`config.mk`:
```
export PLATFORM = sky130hd
export DESIGN_NAME = ins_fetch_queue
export DESIGN_NICKNAME = d
export VERILOG_FILES = /design/src/rtl/ins_fetch_queue.sv
export SDC_FILE = /design/constraint.sdc
export NUM_CORES = 1
export LEC_CHECK = 0
export CAP_MARGIN = 0
export CORE_MARGIN = 8
export CORE_UTILIZATION = 55
export DETAILED_ROUTE_END_ITERATION = 10
export GPL_TIMING_DRIVEN = 0
export PLACE_DENSITY = 0.73
export SYNTH_ARGS = -nofsm -noshare
export SYNTH_HDL_FRONTEND = slang
export SYNTH_SLANG_ARGS = --single-unit
export TNS_END_PERCENT = 30
```
`constraint.sdc`:
```
create_clock -name clk -period 9.35 [get_ports clk]
set_input_delay 2.805 -clock clk [delete_from_list [all_inputs] [get_ports clk]]
set_output_delay 2.805 -clock clk [all_outputs]
set_load 0.01 [all_outputs]
```
`src/rtl/ins_fetch_queue.sv`:
```
// ins_fetch_queue: instruction fetch unit with a circular instruction queue.
// A three-state fetch FSM keeps at most one memory request in flight. It
// predicts JAL and backward conditional branches as taken, and pushes each
// fetched instruction with its PC and prediction bit into the queue. A flush
// empties the queue, redirects the fetch PC and drops any in-flight response.
module ins_fetch_queue #(
  parameter int unsigned QUEUE_SIZE = 16,
  parameter logic [31:0] RESET_PC   = 32'h0
) (
  input  logic        clk,
  input  logic        rst,
  output logic        mem_req,
  output logic [31:0] mem_addr,
  input  logic        mem_ack,
  input  logic [31:0] mem_data,
  output logic        out_valid,
  output logic [31:0] out_inst,
  output logic [31:0] out_pc,
  output logic        out_pred_jump,
  input  logic        in_ready,
  input  logic        flush,
  input  logic [31:0] flush_pc
);

  localparam int unsigned PTR_W = (QUEUE_SIZE > 1) ? $clog2(QUEUE_SIZE) : 1;
  localparam int unsigned CNT_W = PTR_W + 1;

  // A new fetch may start only while count + 1 < QUEUE_SIZE, i.e. count < QUEUE_SIZE - 1.
  // This keeps one slot free for the request in flight.
  localparam logic [CNT_W-1:0] CNT_FETCH_LIMIT = CNT_W'(QUEUE_SIZE - 1);

  localparam logic [6:0] OPC_JAL    = 7'b1101111;
  localparam logic [6:0] OPC_BRANCH = 7'b1100011;

  typedef enum logic [1:0] {
    ST_IDLE    = 2'd0,
    ST_BUSY    = 2'd1,
    ST_DISCARD = 2'd2
  } state_e;

  // Fetch FSM and request registers
  state_e             state_q, state_d;
  logic               mem_req_q, mem_req_d;
  logic [31:0]        mem_addr_q, mem_addr_d;
  logic [31:0]        fetch_pc_q, fetch_pc_d;

  // Queue bookkeeping
  logic [PTR_W-1:0]   head_q, head_d;
  logic [PTR_W-1:0]   tail_q, tail_d;
  logic [CNT_W-1:0]   count_q, count_d;

  // Queue storage: no reset, never visible while the queue is empty
  logic [31:0]        inst_mem_q [QUEUE_SIZE];
  logic [31:0]        pc_mem_q   [QUEUE_SIZE];
  logic               pred_mem_q [QUEUE_SIZE];

  // Decode of the returning instruction
  logic [6:0]         opcode_s;
  logic [31:0]        imm_j_s;
  logic [31:0]        imm_b_s;
  logic               pred_s;
  logic [31:0]        next_pc_s;

  // Control strobes
  logic               can_fetch_s;
  logic               push_s;
  logic               pop_s;

  // Predict the returning instruction and choose the address that follows it.
  always_comb begin
    opcode_s  = mem_data[6:0];
    imm_j_s   = {{11{mem_data[31]}}, mem_data[31], mem_data[19:12], mem_data[20],
                 mem_data[30:21], 1'b0};
    imm_b_s   = {{19{mem_data[31]}}, mem_data[31], mem_data[7], mem_data[30:25],
                 mem_data[11:8], 1'b0};
    pred_s    = 1'b0;
    next_pc_s = mem_addr_q + 32'd4;
    case (opcode_s)
      OPC_JAL: begin
        pred_s    = 1'b1;
        next_pc_s = mem_addr_q + imm_j_s;
      end
      OPC_BRANCH: begin
        // Only backward branches (loops) are predicted taken.
        if (imm_b_s[31]) begin
          pred_s    = 1'b1;
          next_pc_s = mem_addr_q + imm_b_s;
        end else begin
          pred_s    = 1'b0;
          next_pc_s = mem_addr_q + 32'd4;
        end
      end
      default: begin
        pred_s    = 1'b0;
        next_pc_s = mem_addr_q + 32'd4;
      end
    endcase
  end

  // Gate new fetches on queue occupancy before any pop in this cycle.
  always_comb begin
    if (count_q < CNT_FETCH_LIMIT) begin
      can_fetch_s = 1'b1;
    end else begin
      can_fetch_s = 1'b0;
    end
  end

  // Fetch FSM: next state, request outputs, fetch PC and push strobe.
  always_comb begin
    state_d    = state_q;
    mem_req_d  = mem_req_q;
    mem_addr_d = mem_addr_q;
    fetch_pc_d = fetch_pc_q;
    push_s     = 1'b0;
    case (state_q)
      ST_IDLE: begin
        // Any ack that arrives here belongs to no live request and is ignored.
        if (!flush && can_fetch_s) begin
          state_d    = ST_BUSY;
          mem_req_d  = 1'b1;
          mem_addr_d = fetch_pc_q;
        end else begin
          state_d    = ST_IDLE;
          mem_req_d  = 1'b0;
        end
      end
      ST_BUSY: begin
        if (mem_ack) begin
          state_d   = ST_IDLE;
          mem_req_d = 1'b0;
          if (!flush) begin
            push_s     = 1'b1;
            fetch_pc_d = next_pc_s;
          end else begin
            push_s     = 1'b0;
          end
        end else if (flush) begin
          // The response is still coming; mark it to be dropped.
          state_d = ST_DISCARD;
        end else begin
          state_d = ST_BUSY;
        end
      end
      ST_DISCARD: begin
        if (mem_ack) begin
          state_d   = ST_IDLE;
          mem_req_d = 1'b0;
        end else begin
          state_d   = ST_DISCARD;
        end
      end
      default: begin
        state_d   = ST_IDLE;
        mem_req_d = 1'b0;
      end
    endcase
    // A redirect always wins over the sequential or predicted fetch PC.
    if (flush) begin
      fetch_pc_d = flush_pc;
    end else begin
      fetch_pc_d = fetch_pc_d;
    end
  end

  // Queue pointers and occupancy: flush empties the queue and ignores any pop.
  always_comb begin
    pop_s   = (count_q != '0) && in_ready && !flush;
    head_d  = head_q;
    tail_d  = tail_q;
    count_d = count_q;
    if (flush) begin
      head_d  = tail_q;
      tail_d  = tail_q;
      count_d = '0;
    end else begin
      if (pop_s) begin
        head_d = head_q + PTR_W'(1);
      end else begin
        head_d = head_q;
      end
      if (push_s) begin
        tail_d = tail_q + PTR_W'(1);
      end else begin
        tail_d = tail_q;
      end
      case ({push_s, pop_s})
        2'b10:   count_d = count_q + CNT_W'(1);
        2'b01:   count_d = count_q - CNT_W'(1);
        default: count_d = count_q;
      endcase
    end
  end

  // Control state register with synchronous active-low reset.
  always_ff @(posedge clk) begin
    if (!rst) begin
      state_q    <= ST_IDLE;
      mem_req_q  <= 1'b0;
      mem_addr_q <= RESET_PC;
      fetch_pc_q <= RESET_PC;
      head_q     <= '0;
      tail_q     <= '0;
      count_q    <= '0;
    end else begin
      state_q    <= state_d;
      mem_req_q  <= mem_req_d;
      mem_addr_q <= mem_addr_d;
      fetch_pc_q <= fetch_pc_d;
      head_q     <= head_d;
      tail_q     <= tail_d;
      count_q    <= count_d;
    end
  end

  // Write the fetched instruction, its PC and prediction at the tail slot.
  always_ff @(posedge clk) begin
    if (rst && push_s) begin
      inst_mem_q[tail_q] <= mem_data;
      pc_mem_q[tail_q]   <= mem_addr_q;
      pred_mem_q[tail_q] <= pred_s;
    end
  end

  assign mem_req       = mem_req_q;
  assign mem_addr      = mem_addr_q;
  assign out_valid     = (count_q != '0);
  assign out_inst      = inst_mem_q[head_q];
  assign out_pc        = pc_mem_q[head_q];
  assign out_pred_jump = pred_mem_q[head_q];

endmodule

```
==> results of run 1 <==
-- layout make-up --
cell class,instances,share of cell area (%)
Antenna cell,2,0.00923
Buffer,129,0.978
Clock buffer,137,5.40
Clock inverter,65,1.17
Inverter,20,0.138
Multi-Input combinational cell,1188,24.0
Sequential cell,1124,60.7
Tap cell,1080,2.49
Timing Repair Buffer,235,5.12
-- Yosys cell counts, drive strengths merged (3+ instances only) --
library cell,n
edfxtp,1040
mux4,325
nand2,162
clkbuf,86
dfxtp,84
a21oi,81
nor2,74
o21ai,67
ha,57
buf,43
nor3,40
nand3,38
a21boi,37
xnor2,32
xor2,23
inv,20
a21o,18
nand4,18
a211oi,16
and2,16
nand2b,14
o21a,14
and3,13
a221oi,11
nor2b,11
o31ai,11
mux2i,10
o211ai,9
o221ai,9
or3,9
o22ai,7
a31oi,6
a221o,5
a2111oi,4
a211o,4
a22oi,4
a311oi,4
and4,3
fa,3
nor4,3
o211a,3
o21bai,3
-- worst register-to-register path, delay by kind of cell (launching register included) --
| family | cells | cell delay, ns |
|---|---|---|
| adders and majority gates | 1 | 0.21 |
| buffers and inverters | 6 | 1.57 |
| DFF | 1 | 0.33 |
| and+or+nand+nor | 4 | 1.84 |
-- kinds of logic after synthesis --
| logic type | count (synthesis) | share of synthesized area [%] |
|---|---|---|
| buffers and inverters | 149 | 1.30 |
| AOI/OAI and AO/OA | 330 | 4.97 |
| xor gates and xnor gates | 55 | 1.04 |
| DFF | 1124 | 70.9 |
| muxes | 337 | 16.0 |
| adders and majority gates | 60 | 1.67 |
| and+or+nand+nor | 406 | 4.08 |
-- state kept, by name, indices dropped and copies added, names as in the netlist, 4 cells and up, named ones only --
name / count
pred_mem_q: 16
inst_mem_q: 512
count_q: 5
pc_mem_q: 512
fetch_pc_q: 32
tail_q: 4
head_q: 4
mem_addr: 32
-- routing by layer --
| metal | part of all wire (%) | vias up | wire length, um |
|---|---|---|---|
| met1 | 40 | 13504 | 49500 |
| met4 | 2.3 | 6 | 2890 |
| met5 | 0.033 | - | 40 |
| li1 | - | 10852 | - |
| met2 | 47 | 1471 | 58000 |
| met3 | 10 | 192 | 12600 |
-- worst max-delay path by stage --
stage	startpoint	endpoint	slack [ns]	cells past startpoint
2_1_floorplan	mem_ack	inst_mem_q[2][0]	0.82	5
3_3_place_gp	mem_ack	inst_mem_q[0][9]	-5.84	6
3_5_place_dp	mem_data[31]	fetch_pc_q[18]	2.12	10
4_1_cts	flip-flop	out_pc[12]	1.45	6
5_1_grt	flip-flop	out_pc[12]	1.28	6
6_report	flip-flop	out_pc[12]	1.32	6
-- layout by cell type (no fill, tap or decap), types with 18 or more instances in the layout --
master	n
a21boi_0	34
dfxtp_1	84
nand4_1	18
clkinv_1	25
buf_6	24
a21oi_1	75
nor3_1	33
nand2_1	162
clkbuf_16	112
ha_1	57
clkdlybuf4s50_1	166
buf_1	25
nand3_1	37
edfxtp_1	1040
clkbuf_1	108
a21o_1	18
xnor2_1	32
xor2_1	23
clkinv_2	20
buf_12	33
mux4_2	325
o21ai_0	47
nor2_1	59
inv_1	19
-- metrics by stage --
stage	hold WS [ns]	setup slack (ns)	setup TNS, ns	util [%]	std cells
after floorplan	0.438	0.816	0	-	2461
after global placement	0.444	-5.84	-3104.46	59.2	3708
after detailed placement	0.458	2.12	0	60.6	3776
after CTS	0.465	1.45	0	64.9	3978
after global routing	0.489	1.28	0	64.9	3979
final	0.465	1.32	0	64.9	3980
-- where the power goes --
| group | total [uW] | leakage [uW] | internal (uW) | switching [uW] |
|---|---|---|---|---|
| clock network | 4370 | 0.00174 | 2520 | 1850 |
| logic | 595 | 0.00523 | 261 | 334 |
| registers | 5540 | 0.0101 | 5490 | 45.8 |
| total | 10500 | 0.0171 | 8280 | 2230 |
==> results.cfg, run 1 <==
[worst_setup_path]
path_class = flip-flop to primary output
path_buf_inv = 4
critPathCaptureType = primary output
cp-start-kind = flip-flop
reg2reg_depth = 11
worstPathRequired_ns = 6.55
rr_endpoint = inst_mem_q[2][14]
cpLargestDelayFamily = buffers and inverters
crit_fanout = 10
reg2reg_from = state_q[1]
rrSetupSlack_ns = 5.10
path_cells = clkbuf_1 > clkbuf_1 > clkbuf_1 > mux4_2 > mux4_2 > clkdlybuf4s50_1
arrival_ns = 5.23
cpMaxStageDelayCell = clkbuf_1
max_stage_delay_ns = 0.98
path_common_cell = clkbuf_1

[floorplan]
rows = 106
core_um2 = 83600
die_area_um2 = 93900
start_util_pct = 55.6
pin_count = 168
die_w_um = 307
fp.dieH_um = 307

[yosys]
ys_async_sr_fraction_pct = 0
ys.warnings.count = 0
syn_area_um2 = 46400
synth_edf_count = 1040
synth.avg_cell_area_um2 = 18.9
synth.area.top_cells = edfxtp_1, mux4_2, dfxtp_1
ys_ff_latch = 1124
synth_cells = 2461
synth_cell_types = 80
yosysSeqAreaShare_pct = 70.9
yosys.area.top_type_share_pct = 67.3
synth_ff_type = edfxtp_1
synth_top_area_cell = edfxtp_1
synth_fp_nets = 2590

[clock_tree]
cts_resized = 0
cts_buffers = 111
cts.clk_slew.worst_paths_ns = 0.06
cts_buffer_depth = 3
cts_sinks = 1124
insertion_delay_ns = 0.68
root_buffer = clkbuf_16
cts_setup_buffers = 0
hold_buffers = 0
tritoncts = built
h-tree-depth = 3

[timing]
clock.fmax_mhz = 125
max-slew-margin-rel_pct = 6.56
clock-skew-final_ns = 0.0184
period_minus_slack_ns = 8.03
worstMarginPinSlew_ns = 1.40
hold_viol = 0
grt_setup_unrepaired = false
setup_viol = 0
finalCritPeriodShare_pct = 85.9
maxSlewViolCount = 0

[hold_path]
hold_class = flip-flop to flip-flop
min_to = mem_addr[11]
hp-start = fetch_pc_q[11]
holdPathStages = 2

[global_route]
grt_usage_pct = 26.0
grt.met2_usage_pct = 40.6
use_met3_pct = 4.89
grt_antenna_before_repair = 5
grt-ovfl-total = 0
grt_max_degree = 37
busiest_layer = met2
grt_pass1_wl_um = 179000
met1_usage_pct = 38.0
grt_pass1_vias = 26147

[finish]
nFillCells = 5557
fin_area_um2 = 54200
seqCellArea_um2 = 32900
drive_gt1_share_pct = 21.0
area_growth_pct = 16.8
multi_input_area_um2 = 13000
nets = 2938

[power]
power_uw = 10500
ir_drop_uv = 145
power.density_nw_per_um2 = 194
leakage_uw = 0.0171

[place]
io_buffers = 167
gp_congestion = 0.935
place_hpwl_um = 82800
postPlaceCellArea_um2 = 50700

[job]
max-cap-violations = 0

[routing]
routedWlPerCell_um = 30.9
first_iter_violations = 3517
totalWireLength_um = 123000
drc = 0
dr.pass1.iters = 6
vias_per_cell = 6.54
detail-route-antenna-nets = 0
vias = 26025

[run_status]
status = completed
Power figures use the tool's default switching activity.
==> run 2, diff against run 1 <==
Settings changed: SLEW_MARGIN set to 40.
==> run 2 against run 1 <==
Against the previous run:
- critical path type unchanged
- register-to-register slack worse by 0.05 ns
- via count up 1.4%
- largest cell class unchanged
- clock skew up 0.019 ns
- setup slack better by 0.97 ns
- largest power group unchanged
- combinational power about the same
- sequential power about the same
- critical path depth unchanged
==> results.cfg, run 2 (synthesis results as in run 1) <==
[finish]
final_common_cell = edfxtp_1
largest_registers = inst_mem_q x512, pc_mem_q x512
nets = 2990
area_growth_pct = 18.7
final_cell_mix = edfxtp_1, mux4_2, nand2_1, clkdlybuf4s50_1, clkbuf_16
drive_gt1_share_pct = 24.9
fin_area_um2 = 55100
layout.cells.non_filler = 4035
nFillCells = 5390

[clock_tree]
cts_resized = 0
cts_buffer_depth = 3
insertion_delay_ns = 0.68
h-tree-depth = 3
root_buffer = clkbuf_16
cts.clk_slew.worst_paths_ns = 0.06
tritoncts = built
cts_buffers = 108
cts_sinks = 1124
cts_setup_buffers = 0
hold_buffers = 0

[worst_setup_path]
path_cells = clkbuf_2 > clkbuf_2 > clkbuf_1 > mux4_2 > mux4_2 > clkdlybuf4s50_1
cpLargestDelayFamily = buffers and inverters
critPathCaptureType = primary output
crit_fanout = 10
arrival_ns = 4.26
path_class = flip-flop to primary output
path_buf_inv = 4
cp-start-kind = flip-flop
worstPathRequired_ns = 6.55
max_stage_delay_ns = 0.70
cpMaxStageDelayCell = clkbuf_1

[routing]
totalWireLength_um = 125000
first_iter_violations = 3461
routedWlPerCell_um = 30.9
detail-route-antenna-nets = 0
top_layer = met5
dr_wl_met2_um = 59100
dr.pass1.iters = 5
drc = 0
wl_met3_um = 12600
vias = 26382
wl_met1_um = 50400
vias_per_cell = 6.54

[power]
ir_drop_uv = 167
power.density_nw_per_um2 = 193
power_uw = 10600
leakage_uw = 0.0177

[floorplan]
start_util_pct = 55.6
rows = 106
pin_count = 168
die_w_um = 307
die_area_um2 = 93900
core_um2 = 83600
fp.dieH_um = 307

[global_route]
grt-ovfl-total = 0
grt_max_degree = 37
grt_antenna_before_repair = 5
grt_pass1_vias = 26466
grt_pass1_wl_um = 181000
grt_usage_pct = 26.4

[place]
postPlaceCellArea_um2 = 51400
pre_cts_slack_ns = 2.39
post-place-cells = 3830
gp_congestion = 0.935
io_buffers = 167
place_hpwl_um = 85600

[timing]
period_minus_slack_ns = 7.07
setup_viol = 0
grt_setup_unrepaired = false
maxSlewViolCount = 0
whs_ns = 0.451
setup_slack_ns = 2.28
hold_viol = 0
clock-skew-final_ns = 0.0373
clock.fmax_mhz = 142
worstMarginPinSlew_ns = 0.890
max-slew-margin-rel_pct = 40.1
finalCritPeriodShare_pct = 75.6

[job]
max-cap-violations = 0

[run_status]
status = completed

[hold_path]
hold_class = flip-flop to flip-flop
==> run 2: power breakdown <==
part	switching, uW	internal (uW)	total [uW]
clock	1860	2630	4490
sequential	45.9	5490	5540
combinational	337	262	598
total	2240	8390	10600
==> run 2: path summary, 6_finish.rpt <==
check | start | endpoint | slack [ns] | cells after the start
hold / removal | fetch_pc_q[20] | mem_addr[20] | 0.45 | 2
setup / recovery | flip-flop | out_pc[10] | 2.28 | 6
setup reg to reg | state_q[1] | inst_mem_q[2][14] | 5.05 | 14
hold reg to reg | fetch_pc_q[20] | mem_addr[20] | 0.45 | 2
==> run 2: per-stage QoR <==
step                util, %  TNS [ns]
floorplan                 -         0
global placement       59.2  -3104.46
detailed placement     61.6         0
CTS                    65.9         0
global route           66.0         0
finish                 66.0         0
==> run 2: routing by layer <==
metal / GRT usage [%] / vias to the layer above
li1: - / 10958
met3: 5.45 / 161
met1: 38.0 / 13812
met4: 6.74 / 10
met2: 41.5 / 1441
met5: 0 / -
==> run 2: layout make-up <==
cell class,count,area [um2],share of cell area (%)
diodes,1,2.50,0.00454
plain buffers,129,584,1.06
clock buffers,139,2890,5.25
clock inverters,64,781,1.42
inverters,20,75.1,0.136
multi-input cells,1188,13000,23.6
flip-flops and latches,1124,32900,59.8
well taps,1080,1350,2.45
repair buffers,290,3480,6.32
==> run 2: worst register-to-register path: cells and delay by family, from the launching register on <==
family | cells | cell delay [ns]
flip-flops | 1 | 0.34
buffers and inverters | 9 | 1.96
adder cells (fa/ha/maj) | 1 | 0.22
AND/OR/NAND/NOR | 4 | 1.50
